## src/rtl/decimal_entry_to_twelve_four_fixed_pkg.sv

```systemverilog
// decimal_entry_to_twelve_four_fixed_pkg: shared states and constants for the decimal-entry to 12.4 converter
package decimal_entry_to_twelve_four_fixed_pkg;
  typedef enum logic [2:0] {INT, FRAC, PAD, CONV, DONE} state_e;
  localparam int FRAC_BITS = 4;
  localparam int DEC_SCALE = 10000;
  localparam logic [15:0] POS_MAX = 16'h7FFF;
  localparam logic [16:0] NEG_MAX_MAG = 17'h08000;
endpackage

```

## src/rtl/decimal_entry_to_twelve_four_fixed_frac_dec_to_bin.sv

```systemverilog
// decimal_entry_to_twelve_four_fixed_frac_dec_to_bin: 4-bit binary fraction plus round bit from a 0..9999 decimal fraction
// Ports: clk, rst (sync, active-low), start (held high for the 5 extraction cycles),
//   frac_acc (scaled fraction, sampled on the first cycle), frac_bits/round (results), done (last cycle).
module decimal_entry_to_twelve_four_fixed_frac_dec_to_bin
  import decimal_entry_to_twelve_four_fixed_pkg::*;
(
  input  logic                 clk,
  input  logic                 rst,
  input  logic                 start,
  input  logic [13:0]          frac_acc,
  output logic [FRAC_BITS-1:0] frac_bits,
  output logic                 round,
  output logic                 done
);
  logic [2:0] cnt_q, cnt_d;
  logic [14:0] r_q, r_d, src, sh;
  logic [FRAC_BITS-1:0] bits_q, bits_d;
  logic round_q, round_d, ge;
  // Cycle 0 takes the fresh fraction; later cycles continue from the remainder.
  assign src = cnt_q == 3'd0 ? {1'b0, frac_acc} : r_q;
  assign sh = {src[13:0], 1'b0};
  assign ge = sh >= 15'(DEC_SCALE);
  always_comb begin
    cnt_d = !start || cnt_q == 3'd4 ? 3'd0 : cnt_q + 3'd1;
    r_d = start && cnt_q < 3'd4 ? (ge ? sh - 15'(DEC_SCALE) : sh) : r_q;
    bits_d = start && cnt_q < 3'd4 ? {bits_q[FRAC_BITS-2:0], ge} : bits_q;
    round_d = start && cnt_q == 3'd4 ? {r_q, 1'b0} >= 16'(DEC_SCALE) : round_q;
  end
  always_ff @(posedge clk) begin
    if (!rst) begin
      cnt_q <= '0;
      r_q <= '0;
      bits_q <= '0;
      round_q <= 1'b0;
    end else begin
      cnt_q <= cnt_d;
      r_q <= r_d;
      bits_q <= bits_d;
      round_q <= round_d;
    end
  end
  assign frac_bits = bits_q;
  assign round = round_q;
  assign done = start && cnt_q == 3'd4;
endmodule

```

## src/rtl/decimal_entry_to_twelve_four_fixed.sv

```systemverilog
// decimal_entry_to_twelve_four_fixed: keypad decimal entry to signed 12.4 fixed point with rounding and saturation
// Ports: clk, rst (sync, active-low); key_valid qualifies key_digit/key_is_digit/key_point/key_neg/key_enter/key_clear;
//   val/overflow hold the last result, val_valid pulses on update, busy during conversion,
//   entry_neg/in_frac reflect the entry in progress.
module decimal_entry_to_twelve_four_fixed
  import decimal_entry_to_twelve_four_fixed_pkg::*;
#(
  parameter int MAX_INT_DIGITS = 4,
  parameter int FRAC_DIGITS = 4
) (
  input  logic        clk,
  input  logic        rst,
  input  logic        key_valid,
  input  logic [3:0]  key_digit,
  input  logic        key_is_digit,
  input  logic        key_point,
  input  logic        key_neg,
  input  logic        key_enter,
  input  logic        key_clear,
  output logic [15:0] val,
  output logic        val_valid,
  output logic        overflow,
  output logic        busy,
  output logic        entry_neg,
  output logic        in_frac
);
  state_e state_q, state_d;
  logic [13:0] int_acc_q, int_acc_d, frac_acc_q, frac_acc_d;
  logic [2:0] int_cnt_q, int_cnt_d, frac_cnt_q, frac_cnt_d;
  logic [1:0] pcnt_q, pcnt_d;
  logic neg_q, neg_d, in_frac_q, in_frac_d, vv_q, vv_d, ovf_q, ovf_d;
  logic [15:0] val_q, val_d;
  logic [FRAC_BITS-1:0] frac_bits;
  logic round, conv_done;
  logic [17:0] mag;
  decimal_entry_to_twelve_four_fixed_frac_dec_to_bin u_fdb (
    .clk(clk), .rst(rst), .start(state_q == CONV), .frac_acc(frac_acc_q),
    .frac_bits(frac_bits), .round(round), .done(conv_done)
  );
  // Widened past 17 bits so a 4-digit integer part cannot wrap before saturation.
  assign mag = {int_acc_q, frac_bits} + 18'(round);
  always_comb begin
    state_d = state_q;
    int_acc_d = int_acc_q;
    frac_acc_d = frac_acc_q;
    int_cnt_d = int_cnt_q;
    frac_cnt_d = frac_cnt_q;
    pcnt_d = pcnt_q;
    neg_d = neg_q;
    in_frac_d = in_frac_q;
    val_d = val_q;
    ovf_d = ovf_q;
    vv_d = 1'b0;
    case (state_q)
      INT, FRAC: if (key_valid) begin
        if (key_clear) begin
          state_d = INT;
          {int_acc_d, frac_acc_d, int_cnt_d, frac_cnt_d} = '0;
          neg_d = 1'b0;
          in_frac_d = 1'b0;
        end else if (key_enter) begin
          state_d = PAD;
          pcnt_d = 2'd0;
        end else if (key_point) begin
          state_d = FRAC;
          in_frac_d = 1'b1;
        end else if (key_neg) neg_d = ~neg_q;
        else if (key_is_digit && key_digit <= 4'd9) begin
          if (state_q == INT && int_cnt_q < 3'(MAX_INT_DIGITS)) begin
            int_acc_d = 14'(int_acc_q * 14'd10 + 14'(key_digit));
            int_cnt_d = int_cnt_q + 3'd1;
          end else if (state_q == FRAC && frac_cnt_q < 3'(FRAC_DIGITS)) begin
            frac_acc_d = 14'(frac_acc_q * 14'd10 + 14'(key_digit));
            frac_cnt_d = frac_cnt_q + 3'd1;
          end
        end
      end
      PAD: begin
        // Append the missing trailing zeros so the fraction is in units of 1/10000.
        if ({1'b0, pcnt_q} < 3'(FRAC_DIGITS) - frac_cnt_q) frac_acc_d = 14'(frac_acc_q * 14'd10);
        pcnt_d = pcnt_q + 2'd1;
        if (pcnt_q == 2'd3) state_d = CONV;
      end
      CONV: if (conv_done) state_d = DONE;
      default: begin
        ovf_d = neg_q ? mag > 18'(NEG_MAX_MAG) : mag > 18'(POS_MAX);
        val_d = neg_q ? (ovf_d ? 16'h8000 : 16'(-mag)) : (ovf_d ? POS_MAX : mag[15:0]);
        vv_d = 1'b1;
        {int_acc_d, frac_acc_d, int_cnt_d, frac_cnt_d} = '0;
        neg_d = 1'b0;
        in_frac_d = 1'b0;
        state_d = INT;
      end
    endcase
  end
  always_ff @(posedge clk) begin
    if (!rst) begin
      state_q <= INT;
      {int_acc_q, frac_acc_q, int_cnt_q, frac_cnt_q, pcnt_q} <= '0;
      {neg_q, in_frac_q, vv_q, ovf_q} <= '0;
      val_q <= '0;
    end else begin
      state_q <= state_d;
      int_acc_q <= int_acc_d;
      frac_acc_q <= frac_acc_d;
      int_cnt_q <= int_cnt_d;
      frac_cnt_q <= frac_cnt_d;
      pcnt_q <= pcnt_d;
      neg_q <= neg_d;
      in_frac_q <= in_frac_d;
      vv_q <= vv_d;
      ovf_q <= ovf_d;
      val_q <= val_d;
    end
  end
  assign val = val_q;
  assign val_valid = vv_q;
  assign overflow = ovf_q;
  assign busy = state_q == PAD || state_q == CONV || state_q == DONE;
  assign entry_neg = neg_q;
  assign in_frac = in_frac_q;
endmodule

```

## config.mk

```make
export PLATFORM = sky130hd
export DESIGN_NAME = decimal_entry_to_twelve_four_fixed
export DESIGN_NICKNAME = d
export VERILOG_FILES = /design/src/rtl/decimal_entry_to_twelve_four_fixed_pkg.sv /design/src/rtl/decimal_entry_to_twelve_four_fixed_frac_dec_to_bin.sv /design/src/rtl/decimal_entry_to_twelve_four_fixed.sv
export SDC_FILE = /design/constraint.sdc
export NUM_CORES = 1
export LEC_CHECK = 0
export ABC_AREA = 1
export CORE_ASPECT_RATIO = 0.5
export CORE_MARGIN = 2
export CORE_UTILIZATION = 39
export DETAILED_ROUTE_END_ITERATION = 8
export DONT_BUFFER_PORTS = 1
export SKIP_CTS_REPAIR_TIMING = 1
export SYNTH_ARGS = -nofsm -noshare
export SYNTH_HDL_FRONTEND = slang
export SYNTH_SLANG_ARGS = --single-unit
```

## constraint.sdc

```tcl
create_clock -name clk -period 2.8 [get_ports clk]
set_clock_uncertainty 0.2 [all_clocks]
set_input_delay 0.14 -clock clk [delete_from_list [all_inputs] [get_ports clk]]
set_output_delay 0.14 -clock clk [all_outputs]
set_load 0.005 [all_outputs]
```

# == After elaboration in Yosys (flattened, before gate mapping) ==
# Index checks and enable logic that the tools add are counted.
# totals
memories,0
elab_cells,149
inputBits,12
romBits,0
ff_bits,82
out_inout_bits,21
mem_bits_rw,0
latch_bits,0
# op_classes
reduce_logical,23
n_mul,2
bitwise,4
muxes,64
shifts,0
order_cmp,9
n_eq_ne,22
n_div,0
addsub,10
# ops
cell,count
14-bit two-way mux,17
3-bit two-way mux,21
16-bit two-way mux,3
14-bit one-hot mux with 3 select lines,1
14-bit by 4-bit adder with 14-bit output,2
"14-bit by 3-bit multiplier with 13-bit output, second input constant",2
14-bit one-hot mux with 2 select lines,1
"3-bit inequality test, second input constant",9
18-bit by 1-bit adder with 18-bit output,1
"18-bit by 15-bit greater-than comparator with 1-bit output, second input constant",1
"18-bit by 16-bit greater-than comparator with 1-bit output, second input constant",1
"16-bit by 14-bit >= comparator with 1-bit output, second input constant",1
16-bit negation,1
"15-bit by 14-bit >= comparator with 1-bit output, second input constant",1
15-bit two-way mux,1
"15-bit by 14-bit subtractor with 15-bit output, second input constant",1
"2-bit inequality test, second input constant",6
3-bit one-hot mux with 2 select lines,2
4-bit AND reduction,3
1-bit two-way mux,11
"3-bit by 1-bit adder with 3-bit output, second input constant",3
"3-bit < comparator, second input constant",3
3-bit one-hot mux with 3 select lines,1
9-bit AND reduction,1
other kinds (23),40

# == Longest topological paths before layout ==
# Gate-level depths: netlist of run 1.
# logic_depth
depth_word,11
ltp_mapped,18
depth_no_buf,17

# == Hierarchy ==
# A second synthesis of run 1 with hierarchy kept.
# hier_totals
hier_cells,1074
area_unflattened_um2,6804.0
# by_module_without_submodules
mod,area_per_inst_um2,seq_area_each_um2,cells_each,n_inst
decimal_entry_to_twelve_four_fixed,5241.3,1181.1,829,1
decimal_entry_to_twelve_four_fixed_frac_dec_to_bin,1562.7,440.4,245,1

# == Worst setup path after synthesis of run 1 ==
# OpenSTA, ideal clock, no wires.
# synth_timing
path_type,register to register
start,register frac_acc_q[1]
end,register frac_acc_q[13]
setup_slack_ps,-54
setup_time_ps,70
arrival_ps,2583
period_less_slack_ps,2854
required_time_ps,2530
path_buffers,0
stages_incl_launch_ff,17
cell_sequence,dfxtp_1 -> ha_1 -> ha_1 -> fa_1 -> xor2_1 -> inv_1 -> nor2_1 -> nand2_1 -> nor2_1 -> nand2_1 -> nor2_1 -> nand3_1 -> nand2_1 -> nand3_1 -> nand2_1 -> nand2_1 -> a21oi_1
# synth_between
elab_chain_len,11
elab_cells_between_ends,12
cone_classes,add/sub: 1; mul: 1; mux: 10
# synth_rtl
item,line_no,rtl
from (decl),decimal_entry_to_twelve_four_fixed.sv:28,"logic [13:0] int_acc_q, int_acc_d, frac_acc_q, frac_acc_d;"
from (signal assigned),decimal_entry_to_twelve_four_fixed.sv:105,frac_acc_q <= frac_acc_d;
14-bit by 3-bit multiplier with 13-bit output *,"decimal_entry_to_twelve_four_fixed.sv:73, decimal_entry_to_twelve_four_fixed.sv:80",
14-bit by 4-bit adder with 14-bit output,decimal_entry_to_twelve_four_fixed.sv:73,frac_acc_d = 14'(frac_acc_q * 14'd10 + 14'(key_digit));
14-bit two-way mux,decimal_entry_to_twelve_four_fixed.sv:72,end else if (state_q == FRAC && frac_cnt_q < 3'(FRAC_DIGITS)) begin
14-bit two-way mux,decimal_entry_to_twelve_four_fixed.sv:69,if (state_q == INT && int_cnt_q < 3'(MAX_INT_DIGITS)) begin
14-bit two-way mux,decimal_entry_to_twelve_four_fixed.sv:68,else if (key_is_digit && key_digit <= 4'd9) begin
14-bit two-way mux,decimal_entry_to_twelve_four_fixed.sv:67,end else if (key_neg) neg_d = ~neg_q;
14-bit two-way mux,decimal_entry_to_twelve_four_fixed.sv:64,end else if (key_point) begin
14-bit two-way mux,decimal_entry_to_twelve_four_fixed.sv:61,end else if (key_enter) begin
14-bit two-way mux,decimal_entry_to_twelve_four_fixed.sv:56,if (key_clear) begin
14-bit two-way mux,decimal_entry_to_twelve_four_fixed.sv:55,"INT, FRAC: if (key_valid) begin"
14-bit one-hot mux with 3 select lines *,decimal_entry_to_twelve_four_fixed.sv:54,case (state_q)
# Mark *: on every way between the ends. The rest lies on a longest branch, timed or not. The select of a mux whose other input is x is not followed.
# A chain may end at the register's enable or synchronous reset.

# == Worst setup path in the final report of run 1 ==
# layout_timing
start,register frac_acc_q[3]
end,register frac_acc_q[11]
# Same word-level chain as after synthesis.

==> results.toml, run 1 <==
[status]
status = "complete, but fails checks"
failed_checks = "hold timing"

[clock_network]
cts.path.max_buffers = 2
cts.sinks = 81
cts.clk_slew.worst_paths_ns = 0.07
cts_root_buffer = "clkbuf_16"
cts_buffers = 9
cts_htree_levels = 3
clkLatencyLatePin_ns = 0.35
cts_tree = "done"

[placement]
hpwl_mm = 12.50
place_ws_ns = -0.03734
place_area_um2 = 6949
gp_congestion = 0.8689
port_buffers = 0

[yosys]
ys_seq_area_share_pct = 24.94
synth.avg_cell_area_um2 = 6.263
synth_edf_count = 0
synth_area_um2 = 6501
synth.distinct_cells = 46
netlist_instances = 1038
synthFlopType = "dfxtp_1"
ys_warn_count = 0
synth-seq-cells = 81
async_flop_share_pct = 0
synth_fp_nets = 1111

[route]
dr.pass1.iters = 5
vias_per_cell = 5.055
drt-total-wl_mm = 17.04
vias = 6678
drtAntennaViolNets = 0
routedWlPerCell_um = 12.90
first_iter_violations = 422
drc = 0

[critical_path]
path_cells = "ha_4 > ha_4 > fa_2 > xor2_2 > inv_1 > nor2_2 > nand2_2 > nor2_4 > buf_4 > nand3_1 > nand2_1 > inv_1 > o22ai_1 > nand2_1 > a21oi_2"
worstPathRequired_ns = 2.89
slowest_stage = "fa_2"
end_kind = "flip-flop"
arrival_ns = 2.81
criticalPathCategory = "reg2reg"
worstPathMaxFanout = 3
critical_path.max_stage_delay_ns = 0.43
startpoint_type = "flip-flop"

[die]
die-area_um2 = 17780
die_x_um = 186.6
core_um2 = 16350
rows = 33
initial_core_util_pct = 39.76
die_h_um = 95.30
io_pins = 33

[grt]
grt_usage_pct = 18.78
grt_max_degree = 25
antenna_found_initial = 0
grt_use_met2_pct = 35.23
top_usage_layer = "met2"
grt_pass1_vias = 6070
grt_pass1_wl_mm = 27.75
grt-ovfl-total = 0
met1_usage_pct = 23.19
met3_usage_pct = 2.687

[pwr]
switching_share_pct = 30.79
p_seq_share_pct = 41.0
power.total_mw = 2.943
clockPowerShare_pct = 39.4
power_frac_comb_pct = 19.6
p_int_mw = 2.037
p_leak_nw = 3.577
p_switching_mw = 0.9060
power_density_nw_per_um2 = 373.8
ir_worst_vdd_mv = 0.2961

[cells_and_area]
fin_area_um2 = 7871
nets = 1162
n_antenna_cell = 0
layout_commonest_cell = "nand2_1"
layout_common_cells = "nand2_1, inv_1, nor2_1"
area_growth_pct = 21.07
drive_gt1_share_pct = 16.36

[sta]
worstMarginPinSlew_ns = 0.7834
slew_headroom_pct = 47.22
drv_slew = 0
period_minus_slack_ns = 2.723
max_freq_mhz = 367.2
hold_viol_final = 14
rsz0062_at_grt = "true"
fin_ws_ns = 0.07703
finalCritPeriodShare_pct = 97.25
setup_viol = 0
whs_ns = -0.04345

[worst_hold_path]
holdCritPathClass = "in2reg"

[flow_run]
maxCapViolCount = 0
## per-stage QoR
step | setup TNS, ns | instances | hold WS (ns) | util [%]
global placement | 0 | 1278 | 0.04852 | 42.50
finish | 0 | 1321 | -0.04345 | 48.14
detailed placement | -0.08934 | 1278 | 0.04842 | 42.50
global route | -0.3328 | 1321 | 0.005155 | 48.14
CTS | -0.2287 | 1294 | -0.3072 | 44.28
floorplan | 0 | 1038 | 0.07837 | -
## power groups by stage
| stage | clock network, mW | registers, mW | logic, mW |
|---|---|---|---|
| floorplan | 0 | 1.23 | 0.368 |
| global placement | 0 | 1.23 | 0.496 |
| detailed placement | 0 | 1.23 | 0.505 |
| CTS | 1.19 | 1.20 | 0.508 |
| global route | 1.23 | 1.21 | 0.651 |
| finish | 1.16 | 1.21 | 0.577 |
## routing by layer
layer / part of all wire, % / vias to the layer above
met2: 49 / 101
li1: - / 3471
met4: 1.1 / 0
met1: 47 / 3087
met3: 3.3 / 19
met5: 0 / -
## flip-flops by register name, indices dropped and copies added (netlist names)
| name | flops |
|---|---|
| frac_cnt_q | 3 |
| u_fdb.round | 1 |
| val_valid | 1 |
| entry_neg | 1 |
| pcnt_q | 2 |
| frac_acc_q | 14 |
| u_fdb.frac_bits | 4 |
| u_fdb.cnt_q | 3 |
| val | 16 |
| state_q | 3 |
| overflow | 1 |
| in_frac | 1 |
| int_cnt_q | 3 |
| int_acc_q | 14 |
| u_fdb.r_q | 14 |
## cell usage after synthesis (all sizes together) (10+ instances only)
library cell / count / share of area, %
xor2: 16 / 2.2
buf: 10 / 1.2
nand2: 281 / 17
nor2: 142 / 8.9
nand3: 72 / 5.9
nand4: 23 / 2.2
inv: 134 / 7.7
a21oi: 90 / 6.9
o21ai: 52 / 4.1
clkbuf: 17 / 0.98
ha: 57 / 11
dfxtp: 81 / 25
## final timing paths
check / slack, ns / endpoint / startpoint / cells after the start
worst max register to register: 0.08 / frac_acc_q[11] / frac_acc_q[3] / 15
worst min-delay path: -0.04 / int_acc_q[2] / key_digit[2] / 3
worst max-delay path: 0.08 / frac_acc_q[11] / frac_acc_q[3] / 15
worst min register to register: 0.26 / u_fdb.cnt_q[0] / u_fdb.cnt_q[0] / 1
## cell type report
cell class | count | area, um2
Clock buffer | 10 | 239.0
Clock inverter | 6 | 51.30
Fill cell | 1658 | 8479
Inverter | 137 | 518.0
Multi-Input combinational cell | 795 | 4608
Sequential cell | 81 | 1637
Tap cell | 227 | 284.0
Timing Repair Buffer | 65 | 534.3
## kinds of logic after synthesis
kind of cell	Yosys count	share of synthesized area, %
adders and majority gates	61	12.20
xor gates and xnor gates	22	2.964
and+or+nand+nor	545	36.14
DFF	81	24.94
buffers and inverters	164	10.12
AOI/OAI and AO/OA	164	13.45
muxes	1	0.1732
## worst max-delay path, delay by kind of cell (launching register included)
kind	cells	cell delay, ns
flip-flops	1	0.34
XOR/XNOR	1	0.18
buffers and inverters	3	0.24
adder cells (fa/ha/maj)	3	0.83
AND/OR/NAND/NOR	6	0.62
AO/OA/AOI/OAI	2	0.24
(Power assumes the default switching activity.)
==> run 2, diff against run 1 <==
--- a/config.mk
+++ b/config.mk
@@ -6,5 +6,4 @@
 export NUM_CORES = 1
 export LEC_CHECK = 0
-export ABC_AREA = 1
 export CORE_ASPECT_RATIO = 0.5
 export CORE_MARGIN = 2
==> constraint.sdc (replaced) <==
create_clock -name clk -period 2.8 [get_ports clk]
set_clock_uncertainty 0.2 [all_clocks]
set_input_delay 0.14 -clock clk [delete_from_list [all_inputs] [get_ports clk]]
set_output_delay 0.14 -clock clk [all_outputs]
set_load 0.01 [all_outputs]
==> run 2 against run 1 <==
Effect of this change: the run ends with hold timing, setup timing left; first-iteration DRC count is 8.5% higher; register-to-register slack got worse by 0.15 ns; clock power about the same; final area grew 6.1%; sequential share of layout area shrank 1.0 points; area after synthesis shrank 2.5%; combinational power decreased by 37%.
==> results.toml, run 2 <==
[cells_and_area]
n_antenna_cell = 0
area_growth_pct = 31.73
nFillCells = 1421
seq_area_um2 = 1650
layout_commonest_cell = "buf_4"
drive_gt1_share_pct = 26.33
nets = 972
multi_input_area_um2 = 4962
final_core_util_pct = 53.35
largest_register_ffs = 16
stdcell_count = 1125
layout_common_cells = "buf_4, nand2_1, nor2_1"

[die]
rows = 32
initial_core_util_pct = 40.50
io_pins = 33
core_um2 = 15660
die_h_um = 94.16
die-area_um2 = 17350
die_x_um = 184.3

[sta]
worstMarginPinSlew_ns = 0.8461
period_minus_slack_ns = 2.877
slew_headroom_pct = 43.39
drv_slew = 0
rsz0062_at_grt = "true"
whs_ns = -0.02752
finalCritPeriodShare_pct = 102.7
tns_ns = -0.2026
max_freq_mhz = 347.6
setup_viol = 6
fin_ws_ns = -0.07664
hold_viol_final = 2

[grt]
grt_pass1_wl_mm = 27.67
grt-ovfl-total = 0
grt_pass1_vias = 5570
antenna_found_initial = 0
grt_usage_pct = 19.66
grt_max_degree = 45

[critical_path]
startpoint_type = "flip-flop"
slowest_stage = "fa_2"
criticalPathCategory = "reg2reg"
path_buf_inv = 0
worstPathMaxFanout = 3
critical_path.max_stage_delay_ns = 0.38
worstPathRequired_ns = 2.83
end_kind = "flip-flop"
path_cells = "ha_4 > ha_4 > fa_2 > a21oi_4 > o2111ai_2 > xor2_1 > nand4_1 > nor4b_2 > xnor2_1 > xnor2_1 > o21ai_1"
arrival_ns = 2.90
crit_family = "adder cells"

[yosys]
netlist_instances = 799
yosysTopAreaCell = "dfxtp_1"
synth_fp_nets = 872
ys_warn_count = 0
synth_area_um2 = 6340
synthTopCellsByCount = "nand2_1, dfxtp_1, nor2_1"
async_flop_share_pct = 0
synth.top_cell.area_share_pct = 25.58
synth.avg_cell_area_um2 = 7.935
synth_edf_count = 0
yosysMostFrequentCell = "nand2_1"
synth-seq-cells = 81
ys_seq_area_share_pct = 25.58
synthFlopType = "dfxtp_1"
synth_area_leaders = "dfxtp_1, ha_1, xnor2_1, nand2_1, nor2_1"
synth.distinct_cells = 75

[clock_network]
cts_htree_levels = 3
cts_buffers = 9
cts.path.max_buffers = 2
cts_tree = "done"
cts.clk_slew.worst_paths_ns = 0.06
cts_root_buffer = "clkbuf_16"
cts.sinks = 81
clkLatencyLatePin_ns = 0.34

[route]
drc = 0
vias_per_cell = 5.485
routedWlPerCell_um = 15.72
vias = 6171
drt-total-wl_mm = 17.69
dr.pass1.iters = 5
first_iter_violations = 458
drtAntennaViolNets = 0

[pwr]
power_density_nw_per_um2 = 324.8
ir_worst_vdd_mv = 0.3131
p_int_mw = 2.023
clockPowerShare_pct = 43.0
switching_share_pct = 25.44
p_switching_mw = 0.6902
p_leak_nw = 3.507
power_frac_comb_pct = 13.4
p_seq_share_pct = 43.6

[placement]
gp_congestion = 0.9025
placed_cells = 1076
hpwl_mm = 12.69
port_buffers = 0

[worst_hold_path]
holdCritPathClass = "in2reg"

[status]
failed_checks = "hold timing, setup timing"
status = "complete, but fails checks"

[flow_run]
maxCapViolCount = 0
run 2: worst min-delay path, stage by stage:
cell and delay [ns]:
a21oi_1 0.07, o21ai_0 0.09, a21oi_1 0.08, nor2_1 0.09
run 2: through the flow:
stage | setup slack, ns | power [mW] | cell area [um2]
global route | -0.1836 | 2.822 | 8352
CTS | -0.1811 | 2.673 | 7589
global placement | -0.07830 | 1.508 | 7295
floorplan | -0.1298 | 1.411 | 6465
finish | -0.07664 | 2.713 | 8352
detailed placement | -0.1538 | 1.512 | 7295
run 2: cell families (layout without fill, tap and decap cells):
logic type	count (synthesis)	count (layout)	share of synthesized area (%)
AND/OR/NAND/NOR	302	302	23.72
multiplexers	29	29	4.658
XOR/XNOR	62	62	8.565
buffers and inverters	64	169	4.243
AO/OA/AOI/OAI	200	200	20.72
adder cells (fa/ha/maj)	61	61	12.51
flip-flops	81	81	25.58
run 2: metal layers:
metal	vias to the layer above	part of all wire (%)	track usage [%]
li1	3083	-	-
met1	2956	48	26.25
met2	119	48	33.77
met3	13	3.4	2.946
met4	0	0.98	4.000
met5	-	0	0
run 2: final cells by class:
class / count / area share (%)
multi-input cells: 654 / 59.42
repair buffers: 129 / 12.87
clock buffers: 14 / 3.401
clock inverters: 2 / 0.1199
inverters: 24 / 1.124
flip-flops and latches: 81 / 19.76
well taps: 221 / 3.311
run 2: power by group through the flow:
stage,Combinational (mW),Clock [mW],Sequential [mW]
2_1_floorplan,0.206,0,1.20
3_3_place_gp,0.301,0,1.21
3_5_place_dp,0.304,0,1.21
4_1_cts,0.305,1.19,1.18
5_1_grt,0.401,1.24,1.18
6_report,0.365,1.17,1.18
run 2: final timing paths:
check	from	endpoint	slack [ns]	cells after the start
setup / recovery	int_acc_q[1]	int_acc_q[13]	-0.08	11
hold / removal	key_point	entry_neg	-0.03	4
hold reg to reg	u_fdb.cnt_q[0]	u_fdb.cnt_q[0]	0.26	1
setup reg to reg	int_acc_q[1]	int_acc_q[13]	-0.08	11
==> run 3, diff against run 2 <==
Settings changed: CELL_PAD_IN_SITES_DETAIL_PLACEMENT set to 1, CELL_PAD_IN_SITES_GLOBAL_PLACEMENT set to 1, PLACE_DENSITY_LB_ADDON set to 0.1.
==> run 3 against run 2 <==
Effect of this change: the run ends with setup timing left; maximum frequency down 4.0%; die area unchanged; worst hold slack better by 0.029 ns; register-to-register slack worse by 0.12 ns; cell count up 1.5%; clock-buffer cell count down 3; critical path type unchanged; highest routed layer unchanged.
==> results.toml, run 3 (synthesis gave the netlist of run 2 again) <==
[sta]
finalCritPeriodShare_pct = 107.0
rsz0062_at_grt = "true"
drv_slew = 0
worstMarginPinSlew_ns = 0.8275
slew_headroom_pct = 44.63
setup_viol = 17
max_freq_mhz = 333.6
period_minus_slack_ns = 2.997
hold_viol_final = 0
fin_ws_ns = -0.1973
whs_ns = 0.001842

[die]
die-area_um2 = 17350
initial_core_util_pct = 40.50
die_x_um = 184.3
core_um2 = 15660
io_pins = 33
die_h_um = 94.16
rows = 32

[placement]
port_buffers = 0
gp_congestion = 0.8576
hpwl_mm = 15.34
placed_cells = 1088
place_ws_ns = -0.2148

[grt]
met1_usage_pct = 30.00
grt_pass1_vias = 6301
met3_usage_pct = 3.876
grt-ovfl-total = 0
top_usage_layer = "met2"
grt_max_degree = 45
grt_usage_pct = 23.66
grt_pass1_wl_mm = 32.26
antenna_found_initial = 0
grt_use_met2_pct = 41.85

[status]
failed_checks = "setup timing"
status = "complete, but fails checks"

[cells_and_area]
stdcell_count = 1142
area_growth_pct = 36.12
final_core_util_pct = 55.12
largest_register_ffs = 16
nFillCells = 1832
n_antenna_cell = 0
nets = 989
drive_gt1_share_pct = 29.10
layout_common_cells = "buf_4, nand2_1, nor2_1"
layout_commonest_cell = "buf_4"

[route]
vias_per_cell = 5.594
routedWlPerCell_um = 19.17
first_iter_violations = 247
vias = 6388
drt-total-wl_mm = 21.89
drtAntennaViolNets = 0
drc = 0
dr.pass1.iters = 4

[critical_path]
worstPathMaxFanout = 6
worstPathRequired_ns = 2.84
path_cells = "ha_4 > buf_4 > nand3_4 > buf_4 > nor4_1 > xnor2_1 > and3b_2 > a41oi_4 > a211oi_2 > a31oi_1 > a22o_1"
crit_start = "u_fdb.frac_bits[0]"
r2r_start = "u_fdb.frac_bits[0]"
startpoint_type = "flip-flop"
criticalPathCategory = "reg2reg"
crit_family = "simple AND/OR/NAND/NOR gates"
slowest_stage = "nor4_1"
critical_path.max_stage_delay_ns = 0.45
end_kind = "flip-flop"
arrival_ns = 3.04
path_buf_inv = 2
crit_top_cell = "buf_4"

[pwr]
power_frac_comb_pct = 13.7
switching_share_pct = 26.59
p_leak_nw = 3.640
p_switching_mw = 0.7770
power_density_nw_per_um2 = 338.7
ir_worst_vdd_mv = 0.2898
p_int_mw = 2.146
p_seq_share_pct = 40.4
power.total_mw = 2.923
clockPowerShare_pct = 45.9

[clock_network]
clkLatencyLatePin_ns = 0.36
cts_buffers = 9
cts_root_buffer = "clkbuf_16"
cts_htree_levels = 3
cts_tree = "done"
cts.path.max_buffers = 2
cts.sinks = 81
cts.clk_slew.worst_paths_ns = 0.07

[flow_run]
maxCapViolCount = 0

[worst_hold_path]
holdCritPathClass = "in2reg"
hold_path.startpoint = "key_point"
run 3: cell types whose count changed in the layout (fill, tap and decap cells not counted), sizes merged:
cell,change
buf,+21
clkinv,+1
dlygate4sd3,-4
clkbuf,-3
bufinv,+2
run 3: power groups by stage:
| stage | Clock (mW) | Sequential (mW) | Combinational [mW] |
|---|---|---|---|
| 4_1_cts | 1.37 | 1.18 | 0.323 |
| 3_5_place_dp | 0 | 1.21 | 0.320 |
| 6_report | 1.34 | 1.18 | 0.400 |
| 5_1_grt | 1.41 | 1.18 | 0.439 |
| 3_3_place_gp | 0 | 1.21 | 0.311 |
| 2_1_floorplan | 0 | 1.20 | 0.206 |
run 3: final cells by class:
type	count	area, um2	area share (%)
multi-input cells	654	5121	59.34
clock buffers	11	242.7	2.813
clock inverters	5	78.83	0.9134
well taps	221	276.5	3.204
flip-flops and latches	81	1650	19.12
inverters	24	93.84	1.087
repair buffers	146	1166	13.51
run 3: stage by stage:
| step | setup TNS, ns | cell area (um2) |
|---|---|---|
| floorplan | -0.6105 | 6465 |
| global placement | -1.315 | 7385 |
| detailed placement | -2.375 | 7385 |
| CTS | -2.938 | 7706 |
| global route | -3.781 | 8630 |
| finish | -1.186 | 8630 |
run 3: final timing paths:
| path | cells after the start | slack (ns) | endpoint |
|---|---|---|---|
| max | 11 | -0.20 | val[10] |
| min | 4 | 0.002 | int_acc_q[0] |
| max reg2reg | 11 | -0.20 | val[10] |
| min reg2reg | 2 | 0.26 | u_fdb.r_q[14] |
run 3: layer usage:
| layer | part of all wire, % | up-vias |
|---|---|---|
| met5 | 0 | - |
| met4 | 1.2 | 0 |
| met3 | 2.8 | 22 |
| met2 | 50 | 68 |
| met1 | 46 | 3190 |
| li1 | - | 3108 |
run 3: worst min-delay path: stages:
cell     delay (ns)
a21o_1         0.11
a21oi_1        0.09
nand3_1        0.11
a21oi_1        0.07
